[config.mk]
export PLATFORM = sky130hd
export DESIGN_NAME = sw_input_conditioner
export DESIGN_NICKNAME = d
export VERILOG_FILES = /design/src/rtl/sw_cond_pkg.sv /design/src/rtl/sync_chain.sv /design/src/rtl/sw_input_conditioner.sv
export SDC_FILE = /design/constraint.sdc
export NUM_CORES = 1
export LEC_CHECK = 0
export ABC_AREA = 1
export CORE_MARGIN = 2
export CORE_UTILIZATION = 40
export CTS_BUF_LIST = sky130_fd_sc_hd__clkbuf_4 sky130_fd_sc_hd__clkbuf_8
export CTS_CLUSTER_DIAMETER = 80
export CTS_CLUSTER_SIZE = 40
export DETAILED_ROUTE_END_ITERATION = 16
export PLACE_DENSITY = 0.65
export SLEW_MARGIN = 20
export SYNTH_ARGS = -nofsm -noshare
export SYNTH_HDL_FRONTEND = slang
export SYNTH_SLANG_ARGS = --single-unit
[constraint.sdc]
create_clock -name CLK10MHZ -period 4.3 [get_ports CLK10MHZ]
set_input_delay 0.43 -clock CLK10MHZ [delete_from_list [all_inputs] [get_ports CLK10MHZ]]
set_output_delay 0.43 -clock CLK10MHZ [all_outputs]
set_load 0.01 [all_outputs]
[src/rtl/sw_cond_pkg.sv]
// Shared types and constants for the board switch conditioner.
package sw_cond_pkg;
  localparam int unsigned DEFAULT_SYNC_STAGES     = 2;
  localparam int unsigned DEFAULT_DEBOUNCE_CYCLES = 100000;
  localparam int unsigned OPERAND_W               = 32;
  localparam int unsigned SW_W                    = 16;
  localparam int unsigned BYTE_W                  = 8;

  typedef enum logic [0:0] {
    STABLE   = 1'b0,
    SETTLING = 1'b1
  } state_e;

  // Per-byte inequality: bit1 = high byte differs, bit0 = low byte differs.
  function automatic logic [1:0] byte_diff(input logic [SW_W-1:0] a, input logic [SW_W-1:0] b);
    return {a[15:8] != b[15:8], a[7:0] != b[7:0]};
  endfunction
endpackage

[src/rtl/sync_chain.sv]
// Plain flop-chain synchroniser for asynchronous inputs; no logic between stages.
module sync_chain #(
  parameter int unsigned WIDTH = 1,
  parameter int unsigned DEPTH = 2
) (
  input  logic             clk,
  input  logic             rst_n,
  input  logic [WIDTH-1:0] d,
  output logic [WIDTH-1:0] q
);
  logic [WIDTH-1:0] stage_q [DEPTH];

  always_ff @(posedge clk or negedge rst_n) begin
    if (!rst_n) begin
      for (int unsigned i = 0; i < DEPTH; i++) stage_q[i] <= '0;
    end else begin
      stage_q[0] <= d;
      for (int unsigned i = 1; i < DEPTH; i++) stage_q[i] <= stage_q[i-1];
    end
  end

  assign q = stage_q[DEPTH-1];
endmodule

[src/rtl/sw_input_conditioner.sv]
// Synchronises and debounces the 16 board switches as one vector and publishes
// them atomically as two zero-extended operands with a one-cycle change strobe.
module sw_input_conditioner
  import sw_cond_pkg::*;
#(
  parameter int unsigned SYNC_STAGES     = DEFAULT_SYNC_STAGES,
  parameter int unsigned DEBOUNCE_CYCLES = DEFAULT_DEBOUNCE_CYCLES,
  parameter int unsigned CNT_W           = $clog2(DEBOUNCE_CYCLES)
) (
  input  logic                 CLK10MHZ,
  input  logic                 CPU_RESETN,
  input  logic [SW_W-1:0]      SW,
  output logic [OPERAND_W-1:0] num1,
  output logic [OPERAND_W-1:0] num2,
  output logic [SW_W-1:0]      sw_stable,
  output logic                 changed,
  output logic [1:0]           chg_mask,
  output logic                 settling
);
  localparam logic [CNT_W-1:0] CNT_LAST = CNT_W'(DEBOUNCE_CYCLES - 1);

  logic [SW_W-1:0]  sync_q;
  state_e           state_q, state_d;
  logic [SW_W-1:0]  cand_q, cand_d;
  logic [CNT_W-1:0] cnt_q, cnt_d;
  logic [SW_W-1:0]  stable_q, stable_d;
  logic             changed_q, changed_d;
  logic [1:0]       mask_q, mask_d;

  sync_chain #(
    .WIDTH (SW_W),
    .DEPTH (SYNC_STAGES)
  ) u_sync (
    .clk   (CLK10MHZ),
    .rst_n (CPU_RESETN),
    .d     (SW),
    .q     (sync_q)
  );

  always_ff @(posedge CLK10MHZ or negedge CPU_RESETN) begin
    if (!CPU_RESETN) begin
      state_q   <= STABLE;
      cand_q    <= '0;
      cnt_q     <= '0;
      stable_q  <= '0;
      changed_q <= 1'b0;
      mask_q    <= '0;
    end else begin
      state_q   <= state_d;
      cand_q    <= cand_d;
      cnt_q     <= cnt_d;
      stable_q  <= stable_d;
      changed_q <= changed_d;
      mask_q    <= mask_d;
    end
  end

  // Any movement of the synchronised vector restarts the settle window.
  always_comb begin
    state_d   = state_q;
    cand_d    = cand_q;
    cnt_d     = cnt_q;
    stable_d  = stable_q;
    changed_d = 1'b0;
    mask_d    = '0;
    case (state_q)
      STABLE: begin
        if (sync_q != stable_q) begin
          cand_d  = sync_q;
          cnt_d   = '0;
          state_d = SETTLING;
        end
      end
      SETTLING: begin
        if (sync_q != cand_q) begin
          cand_d = sync_q;
          cnt_d  = '0;
        end else if (cnt_q == CNT_LAST) begin
          stable_d  = cand_q;
          changed_d = (cand_q != stable_q);
          mask_d    = byte_diff(cand_q, stable_q);
          state_d   = STABLE;
        end else begin
          cnt_d = cnt_q + CNT_W'(1);
        end
      end
      default: state_d = STABLE;
    endcase
  end

  assign sw_stable = stable_q;
  assign num1      = OPERAND_W'(stable_q[7:0]);
  assign num2      = OPERAND_W'(stable_q[15:8]);
  assign changed   = changed_q;
  assign chg_mask  = mask_q;
  assign settling  = (state_q == SETTLING);
endmodule

# --- Word-level counts from Yosys, hierarchy flattened ---
# Index checks and enable logic that the tools add are counted.
word_totals:
  ff_bits: 85
  inputBits: 18
  out_inout_bits: 84
  word_cells: 40
op_classes:
  n_addsub: 1
  eq_ne: 9
  n_mux: 17
  bitwise_logic: 2
  reduce_logical: 3
ops:
  columns: ["op", "n"]
  rows:
  - ["17-bit two-way mux", 3]
  - ["16-bit != test", 3]
  - ["17-bit case mux with 2 select lines", 1]
  - ["16-bit two-way mux", 2]
  - ["16-bit case mux with 2 select lines", 1]
  - ["17-bit by 1-bit adder with 17-bit output, second input constant", 1]
  - ["17-bit == test, second input constant", 1]
  - ["8-bit != test", 2]
  - ["1-bit two-way mux", 6]
  - ["2-bit two-way mux", 3]
  - ["2-bit AND reduction", 2]
  - ["3-bit != test, second input constant", 1]
  - ["3-bit AND reduction", 1]
  - ["2-bit by 1-bit != test with 1-bit output, second input constant", 1]
  - ["2-bit != test, second input constant", 1]
  - ["1-bit NOT", 2]
  - ["1-bit case mux with 2 select lines", 1]

# --- Logic depth before layout (Yosys ltp) ---
# Gate-level depths: netlist of run 1.
logic_depth:
  ltp_word: 4
  mapped_depth: 12
  ltp_nobuf: 11

# --- Modules after synthesis ---
# Synthesis of run 1 repeated with hierarchy kept, for this count alone.
unflattened:
  hier_cells: 603
  area_unflattened_um2: 4880.9
by_module_without_submodules:
  columns: ["mod", "n_inst", "cells_each", "area_per_inst_um2", "seq_area_each_um2"]
  rows:
  - ["sw_input_conditioner", 1, 555, 3960.0, 1326.3]
  - ["sync_chain", 1, 48, 920.9, 800.8]

# --- Least setup slack after synthesis of run 1 ---
# OpenSTA, ideal clock, no wires.
synth_timing:
  kind: "reg2reg"
  start: "reg cnt_q[0]"
  end: "reg cnt_q[15]"
  setup_ns: 0.117
  arrival_ns: 1.560
  required_ns: 4.183
  setup_slack_ns: 2.623
  path_stages_with_launch: 10
  n_path_buf: 1
  synth_period_minus_slack_ns: 1.677
  path_cell_list: "dfrtp_1 ha_1 nand2_2 nor2_4 inv_1 nor2_2 nand4_4 buf_4 a21oi_2 nor2_1"
synth_between:
  elab_chain_cells: 4
  elab_cells_between_ends: 7
  classes_between: "add/sub (1); eq/ne (2); mux (3); reduce/logical (1)"
synth_lines:
  columns: ["element", "line", "rtl"]
  rows:
  - ["from (decl)", "sw_input_conditioner.sv:25", "logic [CNT_W-1:0] cnt_q, cnt_d;"]
  - ["from (signal assigned)", "sw_input_conditioner.sv:51", "cnt_q <= cnt_d;"]
  - ["17-bit by 1-bit adder with 17-bit output", "sw_input_conditioner.sv:84", "cnt_d = cnt_q + CNT_W'(1);"]
  - ["17-bit two-way mux", "sw_input_conditioner.sv:78", "end else if (cnt_q == CNT_LAST) begin"]
  - ["17-bit two-way mux", "sw_input_conditioner.sv:75", "if (sync_q != cand_q) begin"]
  - ["17-bit case mux with 2 select lines", "sw_input_conditioner.sv:66", "case (state_q)"]
# Several ways; a longest one is shown, not always the timed one. The select of a mux whose other input is x is not followed.
# A chain may end at the register's enable or synchronous reset.

# --- Worst setup path in the final report of run 1 ---
layout_timing:
  start: "reg stable_q[9], in the netlist sw_stable[9]"
  end: "reg cand_q[10]"
layout_between:
  elab_chain_cells: 3
layout_lines:
  columns: ["element", "line", "rtl"]
  rows:
  - ["from (decl)", "sw_input_conditioner.sv:26", "logic [SW_W-1:0] stable_q, stable_d;"]
  - ["from (signal assigned)", "sw_input_conditioner.sv:52", "stable_q <= stable_d;"]
  - ["16-bit != test", "sw_input_conditioner.sv:68", "if (sync_q != stable_q) begin"]
  - ["2-bit != test (no source line)", null, null]
  - ["2-bit AND reduction (no source line)", null, null]
  - ["to (signal assigned)", "sw_input_conditioner.sv:50", "cand_q <= cand_d;"]
  - ["to (decl)", "sw_input_conditioner.sv:24", "logic [SW_W-1:0] cand_q, cand_d;"]
# Every way passes these cells.

==> results of run 1 <==
==> synthesized netlist by cell type, drive strengths merged <==
| library cell | count |
|---|---|
| a21oi | 20 |
| a31oi | 1 |
| and2 | 1 |
| buf | 73 |
| conb | 1 |
| dfrtp | 85 |
| ha | 1 |
| inv | 66 |
| nand2 | 151 |
| nand3 | 23 |
| nand3b | 2 |
| nand4 | 29 |
| nor2 | 79 |
| nor3 | 3 |
| nor4 | 3 |
| o21ai | 24 |
| o21bai | 1 |
| or2 | 5 |
| xnor2 | 23 |
| xor2 | 7 |
==> worst paths after layout <==
kind,end,slack (ns),cells after the start
worst max-delay path,cand_q[10],1.30,9
worst min-delay path,chg_mask[0],0.04,1
worst max register to register,cand_q[10],1.30,9
worst min register to register,u_sync.q[2],0.35,0
max in group asynchronous,sw_stable[1],3.29,2
min in group CLK10MHZ,u_sync.q[2],0.35,0
==> report_power, final <==
group	total, uW	internal [uW]	switching, uW	leakage (uW)
Clock	587	292	295	0.0000994
Sequential	841	821	19.6	0.00107
Combinational	134	44.5	89.8	0.00144
Total	1560	1160	404	0.00262
==> flip-flops by register name, summed over array words and instances (netlist names) <==
signal          flops
chg_mask            2
cnt_q              17
cand_q             16
sw_stable          16
u_sync.stage_q     16
changed             1
u_sync.q           16
settling            1
==> stage by stage <==
stage | total power, uW | instances
after floorplan | 971 | 645
after detailed placement | 992 | 773
after global routing | 1630 | 789
after CTS | 1580 | 789
after global placement | 988 | 773
final | 1560 | 789
==> kinds of logic (layout without fill, tap and decap cells) <==
family / Yosys count / after routing / share of synthesized area, %
other: 1 / 48 / 0.0768
AO/OA/AOI/OAI: 46 / 46 / 5.48
adder cells (fa/ha/maj): 1 / 1 / 0.256
buffers and inverters: 139 / 136 / 16.6
AND/OR/NAND/NOR: 296 / 296 / 28.6
flip-flops: 85 / 85 / 43.5
XOR/XNOR: 30 / 30 / 5.38
==> worst reg2reg max path, stage by stage (launching register included) <==
cell	delay, ns
dfrtp_1	0.46
nand2_1	0.12
nand2_1	0.05
nor2_1	0.20
nand3_1	0.10
nor2_1	0.21
nand3_1	0.54
nand2_1	0.95
nand2_1	0.14
o21ai_1	0.13
==> final cells by class <==
class / count / area [um^2] / share of cell area [%]
Sequential cell: 85 / 2130 / 39.2
Tap cell: 147 / 184 / 3.39
Clock buffer: 11 / 145 / 2.68
Multi-Input combinational cell: 421 / 2120 / 39.2
Timing Repair Buffer: 54 / 536 / 9.88
Clock inverter: 5 / 58.8 / 1.08
Inverter: 66 / 248 / 4.57
==> per-layer routing <==
layer  GRT usage (%)  vias to the layer above  routed length [um]
li1                -                     1845                   -
met1            23.6                     1740                4840
met2            26.7                      159                4720
met3            2.86                       17                 679
met4            7.32                        0                 203
met5               0                        -                   0
==> impl_results.md, run 1 <==
* Clk slew on worst S/H paths at 0.09 ns
* Post-CTS Setup Inserts at 0
* Pin count of the biggest net entering global routing at 46
* Vias in the first global route at 3,594
* Max_slew headroom at 36.1%
* Cells after synthesis at 598
* TNS Setup at 0 ns
* CP Max Fanout at 30
* Max-cap violations at 0
* NumNets Final at 656
* Detail-routed via count per cell at 4.77
* Highest clock rate at 333 MHz
* H-tree levels at 3
* Pwr Density at 288 nW/um^2
* CTS Buffer Depth at 2
* Post-route ant nets at 0
* Initial antenna violation count at 0
* RD Place Congestion at 0.885
* Cell family with the largest share of critical-path delay: simple AND/OR/NAND/NOR gates
* CP Launch Point: sw_stable[9]
* Crit path DAT at 3.27 ns
* Initial core utilization at 40.8%
* Gr ovfl total at 0
* Final core utilization at 45.3%
* Critical path data required time at 4.57 ns
* Synth unique cells at 36
* Layout area overhead at 11.0%
* CTS tree: yes
* Share of cells above drive strength 1 at 10.7%
* Core region area at 12,000 um^2
* Post-Syn Area at 4880 um^2
* Crit path time final at 3.00 ns
* Setup WS post-layout at 1.30 ns
* Hpwl dp at 7700 um
* Latest clock arrival within the worst-skew pair at 0.36 ns
* Placed cell area at 5220 um^2
* Critical path cell sequence: nand2_1 -> nand2_1 -> nor2_1 -> nand3_1 -> nor2_1 -> nand3_1 -> nand2_1 -> nand2_1 -> o21ai_1
* #FFs+latches synth at 85
* Synth warn at 0
* Seq/Total Area, Yosys at 43.5%
* RSZ-0062 raised after global routing: false
* Final Cell Area at 5420 um^2
* Die area at 13,100 um^2
* DP Worst Slack at 1.43 ns
* Post-synth top area share at 43.5%
* Slowest-stage cell, CP: nand2_1
* Pre-antenna DRT Iters at 5
* DRC viols at 0
* Global-route wire length before repair at 17,600 um
* Area contributors post-synth: dfrtp_1 44%, nand2_1 11%, buf_4 10%
* Slowest stage delay, CP at 0.95 ns
* CTS Hold Buffers Added at 0
* I/O pin cnt at 102
* Total GRT Usage at 17.1%
* Min-delay worst type: primary input to async pin
* Ant diodes at 0
* Commonest non-fill, non-tap cells in the layout: 146 x nand2_1, 85 x dfrtp_1, 60 x nor2_1
* RR Startpoint: sw_stable[9]
* Post-synth top area cell: dfrtp_1
* Most common cell after layout, fill and taps aside: nand2_1
* Number of DRC markers after the initial detailed-route iteration at 234
* Worst VDD drop at 0.149 mV
* Row count at 40
* Syn avg cell area at 8.17 um^2
* Final WL at 10,400 um
* Post-CTS sizing at 0
* Min Hold Slack at 0.0442 ns
* Vias at 3,761
* # fillers at 1,176
* Port Buffers at 53
* Most common cell on crit path: nand2_1
* Max-slew violation count at 0
* Final worst-path cycle share at 69.9%
* CTS Buf Count at 9
* CTS root buffer: clkbuf_8
* Clk_skew at 0.0126 ns
* Status: complete, no violations
* Crit path capture type: flop
* Static leakage at 0.00262 uW
* Nature of the critical path startpoint: flop
* Clock Sinks at 85
* DR WL/cell at 13.2 um
* Slew @ Worst Pin at 0.956 ns
* Final setup fails at 0
* Worst Path Buf+Inv at 0
* Die W at 115 um
* Die Height at 115 um
* Critical setup path kind: flop to flop
* Final Hold Violating Endpoints at 0
No activity file was read; power rests on OpenSTA's default activity.
==> run 2, diff against run 1 <==
Clock period 4.3 ns to 3 ns, I/O delays scaled along.
==> impl_results.md, run 2 (synthesized netlist as in run 1, its figures left out) <==
* Vias in the first global route at 3,562
* Total GRT Usage at 17.4%
* Port Buffers at 53
* Die W at 115 um
* Initial antenna violation count at 0
* Nature of the critical path startpoint: flop
* Clk_skew at 0.00767 ns
* TNS Setup at 0 ns
* RSZ-0062 raised after global routing: false
* CTS Hold Buffers Added at 1
* CTS tree: yes
* Clock Sinks at 85
* Ant diodes at 0
* Final setup fails at 0
* Crit path time final at 2.14 ns
* Vias at 3,797
* Largest register by flop count: cnt_q
* Hpwl dp at 7810 um
* Pin count of the biggest net entering global routing at 37
* CTS Buf Count at 9
* Number of DRC markers after the initial detailed-route iteration at 185
* Pre-antenna DRT Iters at 5
* Critical setup path kind: flop to flop
* I/O pin cnt at 102
* Core region area at 12,000 um^2
* RD Place Congestion at 0.915
* Layout area overhead at 11.2%
* Cell family with the largest share of critical-path delay: simple AND/OR/NAND/NOR gates
* Status: complete, no violations
* CTS root buffer: clkbuf_8
* DRC viols at 0
* Gr ovfl total at 0
* Max-cap violations at 0
* Cell Count Post-Placement at 777
* Most common cell after layout, fill and taps aside: nand2_1
* Commonest non-fill, non-tap cells in the layout: 146 x nand2_1, 85 x dfrtp_1, 60 x nor2_1
* CTS Buffer Depth at 2
* Final WL at 10,500 um
* Worst VDD drop at 0.227 mV
* CP Max Fanout at 21
* Global-route wire length before repair at 17,800 um
* Most common cell on crit path: nand2_1
* Max reg flops at 17
* DR WL/cell at 13.2 um
* Highest clock rate at 467 MHz
* Crit path capture type: flop
* Share of cells above drive strength 1 at 11.1%
* Slowest-stage cell, CP: dfrtp_1
* Static leakage at 0.00264 uW
* Critical path cell sequence: nand2_1 -> nor2_1 -> nand3_1 -> nor2_2 -> nand4_4 -> nand2_4 -> nand2_1 -> nand2_1 -> inv_1
* Post-CTS sizing at 0
* Die area at 13,100 um^2
* Post-route ant nets at 0
* Min-delay worst type: flop to flop
* Final worst-path cycle share at 71.4%
* Slowest stage delay, CP at 0.48 ns
* Row count at 40
* Post-Layout Cell Count at 793
* Final core utilization at 45.4%
* NumNets Final at 661
* Worst Path Buf+Inv at 1
* Initial core utilization at 40.8%
* Critical path data required time at 3.27 ns
* Max-slew violation count at 0
* Pwr Density at 397 nW/um^2
* Crit path DAT at 2.41 ns
* Detail-routed via count per cell at 4.79
* H-tree levels at 3
* # fillers at 1,197
* Post-CTS Setup Inserts at 0
* Latest clock arrival within the worst-skew pair at 0.37 ns
* Clk slew on worst S/H paths at 0.08 ns
* Final Hold Violating Endpoints at 0
* Die Height at 115 um
[run 2: cell types whose count changed in the layout (fill, tap and decap cells not counted)]
cell,before,now
clkbuf_4,1,0
inv_6,1,0
dlygate4sd3_1,0,1
clkinvlp_4,2,0
bufinv_16,1,0
buf_4,2,6
clkbuf_8,10,11
clkinv_4,0,1
clkinv_2,1,3
[run 2: final timing paths]
kind	endpoint	startpoint	slack (ns)	cells after the start
min in group asynchronous	chg_mask[0]	CPU_RESETN	0.42	2
min reg2reg	u_sync.q[6]	u_sync.stage_q[22]	0.35	0
min	u_sync.q[6]	u_sync.stage_q[22]	0.35	0
max reg2reg	cnt_q[3]	cnt_q[9]	0.86	9
max	cnt_q[3]	cnt_q[9]	0.86	9
max in group asynchronous	u_sync.stage_q[26]	CPU_RESETN	1.85	3
[run 2: per-layer routing]
layer	part of all wire, %	vias up	GRT usage (%)
met2	46	150	27.4
li1	-	1854	-
met5	0	-	0
met1	46	1781	23.9
met4	1.7	0	6.83
met3	6.4	12	3.18
[run 2: area by class of cell]
type | instances | area (um^2) | share of cell area (%)
Clock buffer | 11 | 151 | 2.79
Clock inverter | 4 | 23.8 | 0.438
Tap cell | 147 | 184 | 3.39
Timing Repair Buffer | 59 | 576 | 10.6
Multi-Input combinational cell | 421 | 2120 | 39.1
Inverter | 66 | 248 | 4.56
Sequential cell | 85 | 2130 | 39.2
[run 2: power by group]
group | switching (uW) | internal (uW)
Sequential | 28.1 | 1180
Combinational | 129 | 65.5
Clock | 418 | 339
Total | 575 | 1580
[run 2: worst register-to-register path, stage by stage (launching register included)]
cell and delay [ns]:
dfrtp_1 0.48, nand2_1 0.18, nor2_1 0.21, nand3_1 0.13
nor2_2 0.17, nand4_4 0.33, nand2_4 0.34, nand2_1 0.10
nand2_1 0.07, inv_1 0.04
[run 2: through the flow]
| step | setup slack [ns] | cell area [um^2] | power [uW] | hold slack [ns] |
|---|---|---|---|---|
| after global routing | 0.605 | 5430 | 2250 | 0.348 |
| after CTS | 0.868 | 5430 | 2180 | 0.346 |
| after global placement | 0.947 | 5250 | 1420 | 0.286 |
| after floorplan | 1.32 | 5060 | 1390 | 0.00441 |
| final | 0.858 | 5430 | 2160 | 0.353 |
| after detailed placement | 0.884 | 5250 | 1420 | 0.286 |
==> run 3, diff against run 2 <==
Clock period 3 ns to 2.12 ns, I/O delays scaled along.
==> impl_results.md, run 3 (synthesized netlist as in run 1, its figures left out) <==
* Gr ovfl total at 0
* DR WL/cell at 13.1 um
* Number of DRC markers after the initial detailed-route iteration at 151
* R2r worst-path depth at 8
* Hpwl dp at 7940 um
* Cell family with the largest share of critical-path delay: simple AND/OR/NAND/NOR gates
* Max reg flops at 17
* CTS Buffer Depth at 2
* Ant diodes at 0
* Post-route ant nets at 0
* Max-slew violation count at 0
* Initial antenna violation count at 0
* Max_slew headroom at 65.5%
* Post-CTS sizing at 0
* RSZ-0062 raised after global routing: false
* Pwr Density at 585 nW/um^2
* RD Place Congestion at 0.859
* Die area at 13,100 um^2
* DRC viols at 0
* Final worst-path cycle share at 93.3%
* Crit path time final at 1.98 ns
* Worst Path Buf+Inv at 1
* NumNets Final at 671
* Initial core utilization at 40.8%
* Min Hold Slack at 0.204 ns
* Total GRT Usage at 17.4%
* Nature of the critical path startpoint: flop
* Levels on crit path at 8
* Largest register by flop count: cnt_q
* Die W at 115 um
* Vias at 3,811
* Detail-routed via count per cell at 4.75
* Slowest-stage cell, CP: dfrtp_1
* Highest clock rate at 506 MHz
* CTS root buffer: clkbuf_8
* Static leakage at 0.00271 uW
* Most common cell after layout, fill and taps aside: nand2_1
* Clk_skew at 0.0110 ns
* Slowest stage delay, CP at 0.43 ns
* Die Height at 115 um
* Slew @ Worst Pin at 0.517 ns
* CP Max Fanout at 15
* Vias in the first global route at 3,549
* Most common cell on crit path: nor2_8
* Crit path capture type: flop
* Global-route wire length before repair at 17,600 um
* Power Total at 3250 uW
* Layout area overhead at 13.9%
* Share of cells above drive strength 1 at 12.5%
* Worst VDD drop at 0.373 mV
* Latest clock arrival within the worst-skew pair at 0.37 ns
* Row count at 40
* Final setup fails at 0
* Critical path cell sequence: xnor2_1 -> nand3b_4 -> nor2_8 -> nand3_4 -> nor2_8 -> buf_12 -> nor2_2 -> a21oi_2
* Clk slew on worst S/H paths at 0.09 ns
* Critical setup path kind: flop to flop
* Port Buffers at 53
* H-tree levels at 3
* Pin count of the biggest net entering global routing at 43
* Critical path data required time at 2.42 ns
* Core region area at 12,000 um^2
* Crit path DAT at 2.28 ns
* CTS Buf Count at 9
* CTS tree: yes
* Commonest non-fill, non-tap cells in the layout: 146 x nand2_1, 85 x dfrtp_1, 60 x nor2_1
* Final WL at 10,500 um
* Max-cap violations at 0
* Min-delay worst type: primary input to async pin
* Pre-antenna DRT Iters at 4
* I/O pin cnt at 102
* TNS Setup at 0 ns
* Final Hold Violating Endpoints at 0
* Status: complete, no violations
* Clock Sinks at 85
## run 3: cell types whose count changed in the layout (fill, tap and decap cells not counted)
cell / change
inv_6: +1
buf_4: +9
clkinv_2: -2
bufinv_16: +2
clkbuf_8: -1
buf_12: +1
## run 3: layout make-up
cell class,count,area [um^2]
clock buffers,10,138
clock inverters,5,82.6
fillers,1130,6400
inverters,66,248
multi-input cells,421,2120
flip-flops and latches,85,2130
well taps,147,184
repair buffers,69,663
## run 3: what timing repair did
action                                  in CTS  in global routing
setup buffers                                0                  2
hold endpoints to repair                    10                  0
endpoints found under the setup margin       0                  1
hold buffers                                 1                  0
## run 3: per-stage QoR
stage                     setup slack, ns  instance area (um^2)  cells  utilization [%]
after floorplan                     0.443                  5060    645                -
after global placement              0.208                  5320    785             44.5
after detailed placement            0.161                  5320    785             44.5
after CTS                           0.121                  5550    801             46.4
after global routing              0.00507                  5560    803             46.5
final                               0.143                  5560    803             46.5
## run 3: where the power goes
part           switching, uW  internal [uW]
combinational            185           97.8
clock                    573            693
sequential              39.4           1670
## run 3: per-layer routing
metal	GRT usage [%]	routed length, um	vias to the layer above
met5	0	0	-
li1	-	-	1873
met1	23.5	4790	1765
met3	3.92	751	17
met4	7.97	206	0
met2	26.7	4760	156
## run 3: path summary, 6_finish.rpt
check	start	to	slack [ns]
min in group CLK10MHZ	SW[7]	u_sync.stage_q[23]	0.27
max	u_sync.q[14]	sw_stable[8]	0.14
max reg2reg	u_sync.q[14]	sw_stable[8]	0.14
min reg2reg	u_sync.stage_q[20]	u_sync.q[4]	0.35
min	CPU_RESETN	cnt_q[14]	0.20
max in group asynchronous	CPU_RESETN	sw_stable[8]	1.17
